File: config.mk
export PLATFORM = sky130hd
export DESIGN_NAME = clock_divider_multi
export DESIGN_NICKNAME = d
export VERILOG_FILES = /design/src/rtl/clkdiv_pkg.sv /design/src/rtl/clock_divider_channel.sv /design/src/rtl/clock_divider_multi.sv
export SDC_FILE = /design/constraint.sdc
export NUM_CORES = 1
export LEC_CHECK = 0
export CORE_MARGIN = 10
export CORE_UTILIZATION = 46
export DETAILED_ROUTE_END_ITERATION = 16
export GPL_TIMING_DRIVEN = 0
export MAX_ROUTING_LAYER = met4
export SLEW_MARGIN = 15
export SYNTH_ARGS = -nofsm -noshare
export SYNTH_HDL_FRONTEND = slang
export SYNTH_HIERARCHICAL = 1
export SYNTH_SLANG_ARGS = --single-unit
File: constraint.sdc
create_clock -name inclk -period 4.1 [get_ports inclk]
set_clock_uncertainty 0.2 [all_clocks]
set_input_delay 1.23 -clock inclk [delete_from_list [all_inputs] [get_ports inclk]]
set_output_delay 1.23 -clock inclk [all_outputs]
set_load 0.02 [all_outputs]
File: src/rtl/clkdiv_pkg.sv
// Shared definitions for the multi-channel clock divider.
//
// Contents:
//   MIN_DIV    - smallest divisor a channel is allowed to run with
//   ch_state_e - per-channel run state (IDLE / RUN)
//   ch_width() - width of the channel-select field, never below one bit
package clkdiv_pkg;

    localparam int MIN_DIV = 2;

    typedef enum logic {
        IDLE = 1'b0,
        RUN  = 1'b1
    } ch_state_e;

    // $clog2(1) is 0, so a single-channel build still gets a 1-bit select
    function automatic int ch_width(input int num_ch);
        return (num_ch > 2) ? $clog2(num_ch) : 1;
    endfunction

endpackage

File: src/rtl/clock_divider_channel.sv
// One channel of the multi-channel clock divider.
//
// Divides inclk by a runtime-programmable divisor D. The output is high for
// D - (D>>1) cycles and low for D>>1 cycles, so odd divisors put the extra
// cycle in the high phase. Divisor changes and stop requests only take
// effect at the end of a full period, so no runt pulse is ever produced.
//
// Ports:
//   inclk   - system clock
//   reset   - asynchronous active-low reset
//   wr      - decoded write strobe for this channel
//   wr_div  - divisor value carried by the write
//   en      - run request, level-sensitive
//   outclk  - divided clock (registered)
//   tick    - one-cycle pulse with each outclk rising edge
//   active  - channel is running
module clock_divider_channel
    import clkdiv_pkg::*;
#(
    parameter int WIDTH     = 32,
    parameter int RESET_DIV = 2
) (
    input  logic             inclk,
    input  logic             reset,
    input  logic             wr,
    input  logic [WIDTH-1:0] wr_div,
    input  logic             en,
    output logic             outclk,
    output logic             tick,
    output logic             active
);

    ch_state_e        state_q, state_d;
    logic [WIDTH-1:0] div_q, div_d;
    logic [WIDTH-1:0] pdiv_q, pdiv_d;
    logic [WIDTH-1:0] cnt_q, cnt_d;
    logic             pend_q, pend_d;
    logic             outclk_q, outclk_d;
    logic             tick_q, tick_d;

    logic [WIDTH-1:0] high_len;
    logic [WIDTH-1:0] cnt_inc;
    logic [WIDTH-1:0] next_div;
    logic             wrap;
    logic             start_ok;
    logic             next_ok;

    // State register: every piece of channel state, cleared asynchronously
    always_ff @(posedge inclk or negedge reset) begin
        if (!reset) begin
            state_q  <= IDLE;
            div_q    <= WIDTH'(RESET_DIV);
            pdiv_q   <= '0;
            cnt_q    <= '0;
            pend_q   <= 1'b0;
            outclk_q <= 1'b0;
            tick_q   <= 1'b0;
        end else begin
            state_q  <= state_d;
            div_q    <= div_d;
            pdiv_q   <= pdiv_d;
            cnt_q    <= cnt_d;
            pend_q   <= pend_d;
            outclk_q <= outclk_d;
            tick_q   <= tick_d;
        end
    end

    // Next-state logic. The divisor used for the following period is picked
    // at the wrap edge: a write landing on that same edge wins over a pending
    // value, which in turn wins over the current divisor.
    always_comb begin
        high_len = div_q - (div_q >> 1);
        cnt_inc  = cnt_q + WIDTH'(1);
        wrap     = (state_q == RUN) && (cnt_q == div_q - WIDTH'(1));
        next_div = wr ? wr_div : (pend_q ? pdiv_q : div_q);
        next_ok  = (next_div >= WIDTH'(MIN_DIV));
        start_ok = en && (div_q >= WIDTH'(MIN_DIV));

        state_d  = state_q;
        div_d    = div_q;
        pdiv_d   = pdiv_q;
        cnt_d    = cnt_q;
        pend_d   = pend_q;
        outclk_d = outclk_q;
        tick_d   = 1'b0;

        case (state_q)
            IDLE: begin
                cnt_d    = '0;
                pend_d   = 1'b0;
                outclk_d = 1'b0;
                // the start decision uses the divisor held before this edge
                if (wr) begin
                    div_d = wr_div;
                end
                if (start_ok) begin
                    state_d  = RUN;
                    outclk_d = 1'b1;
                    tick_d   = 1'b1;
                end
            end
            RUN: begin
                if (wrap) begin
                    cnt_d  = '0;
                    div_d  = next_div;
                    pend_d = 1'b0;
                    if (en && next_ok) begin
                        outclk_d = 1'b1;
                        tick_d   = 1'b1;
                    end else begin
                        state_d  = IDLE;
                        outclk_d = 1'b0;
                    end
                end else begin
                    cnt_d    = cnt_inc;
                    outclk_d = (cnt_inc < high_len);
                    // only the most recent write survives until the wrap
                    if (wr) begin
                        pdiv_d = wr_div;
                        pend_d = 1'b1;
                    end
                end
            end
            default: begin
                state_d = IDLE;
            end
        endcase
    end

    // Outputs come straight from registers so they are glitch-free
    always_comb begin
        outclk = outclk_q;
        tick   = tick_q;
        active = (state_q == RUN);
    end

endmodule

File: src/rtl/clock_divider_multi.sv
// Multi-channel clock divider: NUM_CH independent divided clocks from inclk.
//
// A single shared write port programs one channel's divisor per cycle; writes
// to a channel index of NUM_CH or above match no channel and are dropped.
//
// Ports:
//   inclk   - system clock
//   reset   - asynchronous active-low reset
//   wr_en   - divisor write strobe
//   wr_ch   - target channel of the write
//   wr_div  - new divisor (period in inclk cycles)
//   en      - per-channel run request
//   outclk  - per-channel divided clocks
//   tick    - per-channel pulse on each outclk rising edge
//   active  - per-channel running indication
module clock_divider_multi
    import clkdiv_pkg::*;
#(
    parameter  int NUM_CH    = 4,
    parameter  int WIDTH     = 32,
    parameter  int RESET_DIV = 2,
    localparam int CH_W      = ch_width(NUM_CH)
) (
    input  logic              inclk,
    input  logic              reset,
    input  logic              wr_en,
    input  logic [CH_W-1:0]   wr_ch,
    input  logic [WIDTH-1:0]  wr_div,
    input  logic [NUM_CH-1:0] en,
    output logic [NUM_CH-1:0] outclk,
    output logic [NUM_CH-1:0] tick,
    output logic [NUM_CH-1:0] active
);

    logic [NUM_CH-1:0] wr_sel;

    for (genvar i = 0; i < NUM_CH; i++) begin : g_ch
        assign wr_sel[i] = wr_en && (wr_ch == CH_W'(i));

        clock_divider_channel #(
            .WIDTH     (WIDTH),
            .RESET_DIV (RESET_DIV)
        ) u_channel (
            .inclk  (inclk),
            .reset  (reset),
            .wr     (wr_sel[i]),
            .wr_div (wr_div),
            .en     (en[i]),
            .outclk (outclk[i]),
            .tick   (tick[i]),
            .active (active[i])
        );
    end

endmodule

==> flow_summary.ini, run 1 <==
[placement]
place_inst = 5256
place_congestion = 0.947
io_buffer_count = 52
detailed_place_hpwl_um = 88200

[pwr]
power_density_nw_per_um2 = 271
p_int_mw = 7.96
switchingPower_mw = 3.30
share_clk_of_total_power_pct = 43.3
switching_part_of_the_total_pct = 29.3
pleak_nw = 18.6
vdd.ir_drop.worst_mv = 0.271
seq_power_share_pct = 39.9
pwr-share-comb_pct = 16.8

[detailed_routing]
detailroute.via_count = 32800
ratio_of_routed_vias_to_standard_cells = 6.04
detail_route.iter0.violations = 2779
ant_nets = 0
routed_wire_length_per_instance_um = 22.0
detail_route.wirelength_um = 119000
length_of_the_first_detailed_routing_pass_in_iterations = 6
drcViolationCount = 0

[synth]
yosys.area.top_type = dfrtp_1
synthDistinctLibCells = 96
seq_area_frac_synth_pct = 27.8
synth.net_count = 4597
synth_enable_flop_cells = 0
yosys.cell_count.top_type = dfrtp_1
synth.ff_latch_count = 400
ys_async_rst_share_pct = 100
synth_top_area_share_pct = 27.5
synthesis.yosys.warnings = 6
synth.cells.most_frequent = dfrtp_1, ha_1, nor2_1, nand2_1, xnor2_1
synth_cells = 4160
syn-mean-instance-area_um2 = 8.66
synthesis.area_um2 = 36000
ys.flop_type = dfrtp_1
yosys-top-cells-area = dfrtp_1, ha_1, xnor2_1

[clock_tree]
clk_root_buffer_cell = clkbuf_16
max-clock-path-buffers = 3
cts_hold_repair.buffers = 0
clock_insertion_delay_worst_skew_ps = 630
cts_tree = done
clock_sink_count = 400
clk_pin_slew_ps = 60
htree_num_levels = 2
cts-buffers-inserted = 50

[final_layout]
area.sequential_um2 = 10100
nFillCells = 7480
nNetsFinal = 4783
footprint_of_the_multi_input_gates_um2 = 25400
layout.cells.non_filler = 5428
postLayoutCoreUtil_pct = 53.5
insertedDiodeCount = 0
area.growth.synth_to_final_pct = 15.3
post_route_cells_drive_above_1_share_pct = 14.2

[timing]
worst_slew_margin_rel_pct = 10.2
finalSetupViolCount = 4
timing.final.crit_period_ps = 4470
fmax_mhz = 224
final_report_hold_violation_count = 0
setup_slack_ps = -371
worst_pin_slew_ps = 1340
final_max_slew_viol_count = 0
rsz0062_at_grt = true
hold_ws_ps = 293
period_utilization_post_route_pct = 109

[floorplanning]
top_level_ports = 53
floorplan.core_area_um2 = 77600
die-width_um = 300
initial_core_util_pct = 46.4
floorplan.die.height_um = 300
floorplan.die_area_um2 = 89900
row_count = 102

[hold_path]
end_point_of_the_most_critical_hold_path = g_ch[3].u_channel/pdiv_q[6]
timing.hold.worst.start = g_ch[3].u_channel/pdiv_q[6]
hold_path_class = reg -> reg
min_path_cells = 1

[grt]
grt_start_max_net_pins = 96
grtUsageTotal_pct = 26.4
globalRouteOverflowTotal = 0
grt_antenna_before_repair = 1
global_route_wire_length_before_repair_um = 186000
number_of_global_route_vias_before_repair = 32100

[outcome]
violations = negative setup slack
status = finished with violations

[setup_path]
worst_r2r_startpoint = g_ch[1].u_channel/div_q[13]
max_fanout_on_critical_path = 6
worst-r2r-setup-slack_ps = -370
worst_setup_path_start_kind = register
timing.critical_path.required_ps = 4460
rr_worst_depth = 19
crit_arrival_ps = 4830
critPathCaptureType = register
r2r-end = g_ch[1].u_channel/outclk
criticalPathCategory = reg -> reg

[run]
drv_cap = 0
## state kept, by name, summed over array words and instances, names as in the netlist
| register | flops |
|---|---|
| g_ch.u_channel/outclk | 4 |
| g_ch.u_channel/active | 4 |
| g_ch.u_channel/pend_q | 4 |
| g_ch.u_channel/tick | 4 |
| g_ch.u_channel/cnt_q | 128 |
| g_ch.u_channel/pdiv_q | 128 |
| g_ch.u_channel/div_q | 128 |
## cell usage in the layout, fill, tap and decap left out, types with 53 or more instances in the layout
| cell type | netlist | routed |
|---|---|---|
| a21oi_1 | 185 | 167 |
| a31oi_1 | 63 | 59 |
| and3_1 | 128 | 128 |
| buf_4 | 12 | 93 |
| clkbuf_1 | 116 | 110 |
| clkbuf_16 | 0 | 53 |
| dfrtp_1 | 396 | 344 |
| ha_1 | 392 | 360 |
| inv_1 | 265 | 233 |
| mux2_2 | 97 | 97 |
| nand2_1 | 310 | 309 |
| nand2b_1 | 60 | 59 |
| nand3_1 | 100 | 98 |
| nand4_1 | 70 | 70 |
| nor2_1 | 311 | 306 |
| nor2b_1 | 82 | 76 |
| nor3_1 | 74 | 68 |
| nor4_1 | 83 | 73 |
| o21ai_0 | 194 | 185 |
| o22ai_1 | 115 | 114 |
| xnor2_1 | 271 | 268 |
| xor2_1 | 157 | 156 |
## routing by layer
layer  track usage, %  share of wire, %  up-vias
met5                -                 0        -
met4             6.01               2.0        0
met3             4.53               7.8      174
met2             42.2                47     1160
met1             34.6                44    16000
li1                 -                 -    15400
## worst max-delay path by stage
stage                                     start                    endpoint  slack (ps)
global route        g_ch[2].u_channel/div_q[18]    g_ch[2].u_channel/outclk        -600
finish              g_ch[1].u_channel/div_q[13]    g_ch[1].u_channel/outclk        -370
floorplan            g_ch[1].u_channel/div_q[1]    g_ch[1].u_channel/outclk         -10
CTS                  g_ch[1].u_channel/div_q[1]    g_ch[1].u_channel/outclk        -370
detailed placement   g_ch[2].u_channel/div_q[1]    g_ch[2].u_channel/outclk       -1200
global placement                          reset  g_ch[3].u_channel/cnt_q[7]      -17110
## final cells by class
class / instances / area share, %
inverters: 266 / 2.50
flip-flops and latches: 400 / 24.3
clock buffers: 61 / 3.36
clock inverters: 33 / 0.907
repair buffers: 137 / 2.98
well taps: 1040 / 3.13
plain buffers: 160 / 1.77
multi-input cells: 3331 / 61.1
## worst max-delay path, stage by stage (launching register included)
cell	delay (ps)
dfrtp_2	460
inv_1	150
ha_2	330
or3_1	410
o21bai_1	180
o211a_1	220
a21oi_2	170
nor4b_4	240
o31a_1	250
a31oi_4	130
a31oi_4	210
a21oi_2	80
xnor2_1	200
ha_1	280
nand4_1	170
nor2_1	60
o21ai_1	80
a21oi_1	60
a311oi_2	370
a21o_1	160
## metrics by stage
step	power, mW	TNS [ps]	setup slack, ps	instance area, um2
6_report	11.3	-1180	-371	41500
5_1_grt	11.7	-2040	-604	41500
3_3_place_gp	6.24	-6800620	-17110	37900
2_1_floorplan	5.60	-14.9	-14.9	36000
3_5_place_dp	6.27	-18080	-1200	38000
4_1_cts	11.2	-1110	-366	40600
## power groups by stage
stage | Sequential, mW | Combinational, mW | Clock [mW]
final | 4.49 | 1.89 | 4.88
after CTS | 4.48 | 1.79 | 4.98
after detailed placement | 4.55 | 1.71 | 0
after floorplan | 4.44 | 1.17 | 0
after global placement | 4.56 | 1.68 | 0
after global routing | 4.51 | 2.08 | 5.13
## timing repair
item                                    4_1_cts  5_1_grt
buffers inserted                             34       47
endpoints found under the setup margin      187      264
pin swaps                                    41       60
resized for setup                           176      137
## kinds of logic after synthesis
logic type | count (synthesis) | share of synthesized area, %
simple gates | 1391 | 20.4
fa+ha+maj | 396 | 13.8
buf+inv | 429 | 4.81
xor+xnor | 430 | 10.5
mux | 182 | 5.51
compound gates | 932 | 17.2
flops | 400 | 27.8
Note: power is estimated with default switching activity, not from simulation.
==> inputs of run 2 (changes only) <==
--- a/config.mk
+++ b/config.mk
@@ -7,6 +7,7 @@
 export LEC_CHECK = 0
 export CORE_MARGIN = 10
 export CORE_UTILIZATION = 46
+export CTS_CLUSTER_SIZE = 30
 export DETAILED_ROUTE_END_ITERATION = 16
 export GPL_TIMING_DRIVEN = 0
 export MAX_ROUTING_LAYER = met4
==> results of run 2 <==
Same layout as run 1: the final DEF is identical, and so are final timing and power.
